--- src/rtl/fp_add_arbiter.sv ---
`default_nettype none
// ============================================================================
//  Module   : fp_add_arbiter
//  Purpose  : Two-requester front end for one shared combinational IEEE-754
//             single-precision adder. It grants one request at a time,
//             alternating on ties, and holds the operands on the adder for
//             one cycle. It then returns the registered sum with its tag on
//             the granted response port. One operation is in flight at a time.
//  Ports    : clk, rst_n (sync, active-low)
//             req_valid/req_ready[1:0], req_a/req_b[63:0], req_rmode[5:0],
//             req_tag[2*TAG_W-1:0]            -- packed {req1, req0} requests
//             rsp_valid/rsp_ready[1:0], rsp_result[31:0], rsp_flags[1:0],
//             rsp_tag[TAG_W-1:0]              -- shared response payload
//             add_a/add_b[31:0], add_rmode[2:0] -> shared adder inputs
//             add_result[31:0], add_overflow, add_underflow <- adder outputs
//             busy, done_count[CNT_W-1:0]     -- status
//  Revision : 1.0  initial release
// ============================================================================
module fp_add_arbiter #(
   parameter int TAG_W = 4,
   parameter int CNT_W = 16
) (
   input  logic               clk,
   input  logic               rst_n,
   input  logic [1:0]         req_valid,
   output logic [1:0]         req_ready,
   input  logic [63:0]        req_a,
   input  logic [63:0]        req_b,
   input  logic [5:0]         req_rmode,
   input  logic [2*TAG_W-1:0] req_tag,
   output logic [1:0]         rsp_valid,
   input  logic [1:0]         rsp_ready,
   output logic [31:0]        rsp_result,
   output logic [1:0]         rsp_flags,
   output logic [TAG_W-1:0]   rsp_tag,
   output logic [31:0]        add_a,
   output logic [31:0]        add_b,
   output logic [2:0]         add_rmode,
   input  logic [31:0]        add_result,
   input  logic               add_overflow,
   input  logic               add_underflow,
   output logic               busy,
   output logic [CNT_W-1:0]   done_count
);

   typedef enum logic [1:0] {
      IDLE = 2'd0,
      EXEC = 2'd1,
      RESP = 2'd2
   } state_t;

   state_t             state, state_nxt;
   logic               gnt_sel;      // requester chosen this cycle (IDLE only)
   logic               gnt_q;        // requester owning the in-flight op
   logic               last_grant;
   logic               accept;
   logic               rsp_hs;
   logic [31:0]        sel_a, sel_b;
   logic [2:0]         sel_rmode;
   logic [TAG_W-1:0]   sel_tag;
   logic [31:0]        op_a, op_b;
   logic [2:0]         op_rmode;
   logic [TAG_W-1:0]   op_tag;
   logic [31:0]        res_q;
   logic [1:0]         flags_q;

   // A lone requester always wins; a tie goes to whoever was not served last.
   always_comb begin
      gnt_sel = ~last_grant;
      if (req_valid == 2'b01)
         gnt_sel = 1'b0;
      else if (req_valid == 2'b10)
         gnt_sel = 1'b1;
   end

   always_comb begin
      sel_a     = gnt_sel ? req_a[63:32]           : req_a[31:0];
      sel_b     = gnt_sel ? req_b[63:32]           : req_b[31:0];
      sel_rmode = gnt_sel ? req_rmode[5:3]         : req_rmode[2:0];
      sel_tag   = gnt_sel ? req_tag[2*TAG_W-1:TAG_W] : req_tag[TAG_W-1:0];
   end

   // FSM: next state and all handshake outputs
   always_comb begin
      state_nxt = state;
      req_ready = 2'b00;
      rsp_valid = 2'b00;
      case (state)
         IDLE: begin
            if (|req_valid) begin
               req_ready = gnt_sel ? 2'b10 : 2'b01;
               state_nxt = EXEC;
            end
         end
         EXEC: state_nxt = RESP;
         RESP: begin
            rsp_valid = gnt_q ? 2'b10 : 2'b01;
            // Only the granted port's ready counts; the other bit is masked
            // by rsp_valid.
            if (|(rsp_ready & (gnt_q ? 2'b10 : 2'b01)))
               state_nxt = IDLE;
         end
         default: state_nxt = IDLE;
      endcase
   end

   assign accept = |(req_valid & req_ready);
   assign rsp_hs = |(rsp_valid & rsp_ready);

   always_ff @(posedge clk) begin
      if (!rst_n) begin
         state      <= IDLE;
         gnt_q      <= 1'b0;
         last_grant <= 1'b1;          // requester 0 wins the first tie
         op_a       <= '0;
         op_b       <= '0;
         op_rmode   <= '0;
         op_tag     <= '0;
         res_q      <= '0;
         flags_q    <= '0;
         done_count <= '0;
      end else begin
         state <= state_nxt;
         if (state == IDLE && accept) begin
            gnt_q      <= gnt_sel;
            last_grant <= gnt_sel;
            op_a       <= sel_a;
            op_b       <= sel_b;
            // Encodings above RMM are reserved; fall back to RNE.
            op_rmode   <= (sel_rmode > 3'd4) ? 3'd0 : sel_rmode;
            op_tag     <= sel_tag;
         end
         if (state == EXEC) begin
            res_q   <= add_result;
            flags_q <= {add_overflow, add_underflow};
         end
         if (rsp_hs)
            done_count <= done_count + {{(CNT_W-1){1'b0}}, 1'b1};
      end
   end

   // The adder sees operands only while an operation is in flight.
   assign add_a      = (state == IDLE) ? 32'd0 : op_a;
   assign add_b      = (state == IDLE) ? 32'd0 : op_b;
   assign add_rmode  = (state == IDLE) ? 3'd0  : op_rmode;
   assign busy       = (state != IDLE);
   assign rsp_result = res_q;
   assign rsp_flags  = flags_q;
   assign rsp_tag    = op_tag;

endmodule
`default_nettype wire

--- config.mk ---
export PLATFORM = sky130hd
export DESIGN_NAME = fp_add_arbiter
export DESIGN_NICKNAME = d
export VERILOG_FILES = /design/src/rtl/fp_add_arbiter.sv
export SDC_FILE = /design/constraint.sdc
export NUM_CORES = 1
export LEC_CHECK = 0
export CAP_MARGIN = 20
export CORE_ASPECT_RATIO = 0.75
export CORE_MARGIN = 5
export CORE_UTILIZATION = 42
export CTS_CLUSTER_DIAMETER = 40
export DETAILED_ROUTE_END_ITERATION = 6
export GPL_TIMING_DRIVEN = 1
export PLACE_DENSITY = 0.93
export REMOVE_ABC_BUFFERS = 1
export SETUP_SLACK_MARGIN = 0.2
export SLEW_MARGIN = 20
export SYNTH_ARGS = -nofsm -noshare
export SYNTH_HDL_FRONTEND = slang
export SYNTH_SLANG_ARGS = --single-unit
--- constraint.sdc ---
create_clock -name clk -period 2.65 [get_ports clk]
set_clock_uncertainty 0.05 [all_clocks]
set_input_delay 0.265 -clock clk [delete_from_list [all_inputs] [get_ports clk]]
set_output_delay 0.265 -clock clk [all_outputs]
set_load 0.01 [all_outputs]
==> impl_metrics.json <==
{
  "tightest_slew_ns": 0.820,
  "wire_per_inst_um": 16.9,
  "syn-mean-instance-area_um2": 7.59,
  "core_um2": 13000,
  "multiInputGateArea_um2": 2790,
  "die_height_um": 110,
  "clock_sinks": 125,
  "vias": 6133,
  "powerDensity_nw_per_um2": 640,
  "top_layer_used": "met4",
  "grt_pass1_vias": 6009,
  "wl_met1_mm": 7.87,
  "synth-main-ff-cell": "dfxtp_1",
  "dr_wl_met2_mm": 9.92,
  "syn_to_final_growth_pct": 69.3,
  "die_w_um": 143,
  "ys_warn_count": 0,
  "cts_tree": "built",
  "regToRegSetupSlack_ns": 0.52,
  "ant_nets": 0,
  "io_pins": 308,
  "avgViaCountPerCell": 5.14,
  "grt_max_degree": 145,
  "criticalPathCategory": "reg2out",
  "postSynth.asyncResetShare": 0,
  "stdcell_count": 1194,
  "ir_drop_v": 0.000392,
  "max_freq_mhz": 424,
  "cts.path.max_buffers": 2,
  "hold_buffers": 0,
  "nFillCells": 998,
  "yosysMostFrequentCell": "nand2_1",
  "drtPass1Iterations": 6,
  "slew_headroom": 0.442,
  "track_usage": 0.249,
  "routed_wl_mm": 20.2,
  "cts_max_level": 4,
  "worstPathArrival_ns": 2.04,
  "hp-class": "in2reg",
  "final_nets": 1191,
  "post-cts-setup-buffers": 0,
  "path_max_fanout": 29,
  "place_congestion": 0.930,
  "ff_latch_area_um2": 2500,
  "timing.final.crit_share": 0.890,
  "min_period_ns": 2.36,
  "clk-insertion-delay-late_ns": 0.39,
  "synth_top_area_frac": 0.451,
  "cap_viol_max_count": 0,
  "drc": 0,
  "endpoint_kind": "primary output",
  "hold_viol": 0,
  "drt_iter0_markers": 350,
  "finalMaxSlewViolations": 0,
  "hpwl_mm": 15.0,
  "grt-ovfl-total": 0,
  "path_clk_slew_ns": 0.06,
  "grt_first_pass_wirelength_mm": 30.9,
  "rows": 36,
  "status": "completed",
  "ys_ff_latch": 125,
  "dp_cells": 1160,
  "crit_required_ns": 2.34,
  "p_leak_nw": 3.58,
  "antenna_found_initial": 3,
  "drive_gt1_frac": 0.0559,
  "whs_ns": 0.372,
  "ys_seq_area_frac": 0.451,
  "netlist_area_um2": 5550,
  "cts_made_buffers": 17,
  "cts_root_buf": "clkbuf_16",
  "ys_types": 34,
  "setup_viol": 0,
  "io_buffers": 307,
  "synthCells": 731,
  "synthTopCellsByCount": "212 x nand2_1, 125 x dfxtp_1, 71 x a31oi_1",
  "synth_area_leaders": "dfxtp_1 45%, nand2_1 14%, a31oi_1 8.0%",
  "grt_setup_unrepaired": "yes",
  "start_kind": "flop",
  "synth-edff-count": 0,
  "start_util": 0.427,
  "die-area_um2": 15600,
  "wl_met3_mm": 1.99,
  "yosysTopAreaCell": "dfxtp_1"
}
final timing paths:
kind	to	cells past startpoint	from
worst min-delay path	last_grant	2	rst_n
worst max-delay path	add_a[10]	4	state[1]
worst max register to register	op_a[13]	6	state[1]
worst min register to register	rsp_result[16]	2	rsp_result[16]
what timing repair did:
action / CTS / global route
hold endpoints to repair: 0 / 0
endpoints found under the setup margin: 4 / 29
resized for setup: 3 / 4
registers in the layout (all words and copies together), names as in the netlist, 2 cells and up:
name,flops
rsp_flags,2
state,2
done_count,16
rsp_result,32
op_b,32
op_rmode,3
op_a,32
rsp_tag,4
report_power, final:
part | switching (mW) | internal, mW | total (mW) | leakage [nW]
Sequential | 0.0931 | 2.07 | 2.16 | 1.03
Combinational | 0.619 | 0.673 | 1.29 | 2.24
Clock | 0.858 | 1.70 | 2.56 | 0.313
placed cells by master, fill, tap and decap left out, types with 2 or more instances in the layout:
cell             netlist  routed
clkdlybuf4s50_1        0     304
nand2_1              212     212
dfxtp_1              125     125
a31oi_1               71      71
and2_1                68      68
o21ai_0               63      63
a21oi_1               36      36
nor2_1                20      19
clkbuf_16              0      17
o21ai_1               11      11
xnor2_1               10      10
nand2b_1               8       8
buf_4                  1       7
nand3_1                6       6
nor3_1                 5       5
mux2i_1                6       5
bufinv_16              0       5
nand3b_1               4       4
nand4_1                4       4
buf_12                 0       4
diode_2                0       3
inv_1                  3       3
nor4_2                 3       3
clkinv_4               0       3
or2_2                  1       2
nor2b_1                3       2
or4b_1                 2       2
clkinvlp_4             0       2
inv_6                  0       2
worst max-delay path, stage by stage, from the launching register on:
cell             delay [ns]
dfxtp_1                0.44
or2_2                  0.22
buf_6                  0.23
and2_1                 0.21
clkdlybuf4s50_1        0.55
layout make-up:
| class | count | area share |
|---|---|---|
| antenna | 3 | 0.000799 |
| clock buffer | 18 | 0.0468 |
| clock inverter | 13 | 0.0228 |
| inverter | 3 | 0.00120 |
| multi-input combinational | 542 | 0.297 |
| sequential | 125 | 0.266 |
| tap | 171 | 0.0228 |
| timing repair buffer | 319 | 0.342 |
cells by family after synthesis:
group                      synth area share
muxes                                0.0108
DFF                                   0.451
AOI/OAI and AO/OA                     0.182
xor gates and xnor gates             0.0158
and+or+nand+nor                       0.289
buffers and inverters                0.0490
adders and majority gates           0.00226
layer usage:
layer	vias up	track usage
met4	0	0.0929
met5	-	0
met1	2824	0.282
met3	24	0.0917
li1	3012	-
met2	273	0.433
metrics by stage:
step	setup slack [ns]	TNS, ns	power, mW	instance area, um^2	util
3_3_place_gp	0.354	0	3.44	8710	0.671
4_1_cts	0.221	0	6.04	9370	0.722
2_1_floorplan	-0.338	-23.53	2.71	5290	-
5_1_grt	0.175	0	6.28	9390	0.724
6_report	0.292	0	6.01	9390	0.724
3_5_place_dp	0.393	0	3.48	8710	0.671
No activity file was read; power rests on OpenSTA's default activity.
==> edit, RTL diff (config.mk and constraints unchanged) <==
The parameter `CNT_W` goes from 16 to 12.
--- a/src/rtl/fp_add_arbiter.sv
+++ b/src/rtl/fp_add_arbiter.sv
@@ -18,7 +18,7 @@
 // ============================================================================
 module fp_add_arbiter #(
    parameter int TAG_W = 4,
-   parameter int CNT_W = 16
+   parameter int CNT_W = 12
 ) (
    input  logic               clk,
    input  logic               rst_n,
Ports: changed (resized done_count); port bits go from 308 to 304. No check against the original RTL was run, so the function may have changed too.
==> edit against the original RTL <==
Sequential share of layout area is 0.13 points higher. Sequential cell count is 4 lower. Wire length is 5.1% lower. Critical path depth stayed put. Total power is 4.8% lower. Cell area is 3.7% lower. Area after synthesis is 4.0% lower. Register-to-register slack better by 0.06 ns. Setup slack worse by 0.050 ns. Largest cell class unchanged. Highest routed layer unchanged.
==> edit: results (changes against the original RTL) <==
.. list-table::
   :header-rows: 1

   * - Metric
     - Value
   * - PortBufs
     - 303 (was 307)
   * - Weighted congestion reported at the end of routability-driven placement
     - 0.8615 (was 0.9302)
   * - Worst hold slack
     - 0.1803 ns (was 0.3717 ns)
   * - Final wirelength
     - 19.18 mm (was 20.21 mm)
   * - Post-DP Area
     - 8431 sq um (was 8710 sq um)
   * - LEAKAGE
     - 3.419 nW (was 3.583 nW)
   * - Largest cells by area after synthesis
     - dfxtp_1 45%, nand2_1 15%, a31oi_1 8.3%, and2_1 7.9%, o21ai_0 6.2% (was dfxtp_1 45%, nand2_1 14%, a31oi_1 8.0%, and2_1 7.7%, o21ai_0 5.7%)
   * - Detailed-routing iteration count for the pre-antenna-repair pass
     - 5 (was 6)
   * - Worst R2R End
     - op_b[24] (was op_a[13])
   * - Wire length of the first global-routing pass
     - 29.55 mm (was 30.90 mm)
   * - Total number of nets in the final design
     - 1162 (was 1191)
   * - Category of cells accounting for the largest share of critical-path delay
     - simple AND/OR/NAND/NOR gates (was buffers and inverters)
   * - Max-slew headroom at the worst pin
     - 0.6203 (was 0.4423)
   * - Via density
     - 5.161 (was 5.137)
   * - Data arrival time of the worst path
     - 2.09 ns (was 2.04 ns)
   * - Antenna violations before repair
     - 1 (was 3)
   * - Number of global-route vias before repair
     - 5688 (was 6009)
   * - Run status
     - finished clean (unchanged)
   * - Clock share of power
     - 0.412 (was 0.426)
   * - Setup slack of the worst register-to-register path
     - 0.58 ns (was 0.52 ns)
   * - DRC violation total after the first TritonRoute iteration
     - 375 (was 350)
   * - Synth cell count leaders
     - 207 x nand2_1, 121 x dfxtp_1, 71 x a31oi_1, 67 x and2_1, 66 x o21ai_0 (was 212 x nand2_1, 125 x dfxtp_1, 71 x a31oi_1, 68 x and2_1, 63 x o21ai_0)
   * - Share of total power consumed by net switching
     - 0.2726 (was 0.2613)
   * - Global-route total usage across every layer
     - 0.2438 (was 0.2494)
   * - Ratio of cells with drive above 1 in the final layout
     - 0.05343 (was 0.05588)
edit: area by class of cell:
class	count	area, sq um
diodes	1	2.502
clock buffers	19	432.9
clock inverters	13	170.2
fillers	920	3303
inverters	3	11.26
multi-input cells	523	2664
flip-flops and latches	121	2422
well taps	166	207.7
repair buffers	313	3136
edit: what timing repair did:
action	in CTS	in global routing
resized for setup	1	2
setup endpoints to repair	44	4
setup buffers	0	0
edit: metal layers:
metal | GRT usage | vias to the layer above | wire, um
met4 | 0.08506 | 0 | 379
met1 | 0.2861 | 2773 | 7741
met2 | 0.4348 | 257 | 9577
met5 | 0 | - | 0
li1 | - | 2925 | -
met3 | 0.06083 | 27 | 1483
edit: worst max-delay path by stage:
stage                    to  slack, ns
6_report       req_ready[0]       0.24
5_1_grt        req_ready[0]       0.18
4_1_cts        req_ready[0]       0.19
3_5_place_dp   req_ready[0]       0.46
3_3_place_gp   req_ready[0]       0.49
2_1_floorplan  req_ready[1]      -0.68
edit: stage by stage:
stage | setup slack, ns | std cells | TNS [ns]
floorplan | -0.6800 | 647 | -37.41
global placement | 0.4878 | 1126 | 0
detailed placement | 0.4590 | 1126 | 0
CTS | 0.1895 | 1158 | 0
global route | 0.1787 | 1159 | 0
finish | 0.2417 | 1159 | 0
edit: cells by family after synthesis:
| kind of cell | count (synthesis) | synth area share |
|---|---|---|
| AO/OA/AOI/OAI | 188 | 0.1944 |
| XOR/XNOR | 7 | 0.01152 |
| adder cells (fa/ha/maj) | 1 | 0.002350 |
| buffers and inverters | 62 | 0.04794 |
| flip-flops | 121 | 0.4550 |
| multiplexers | 3 | 0.006580 |
| AND/OR/NAND/NOR | 324 | 0.2823 |
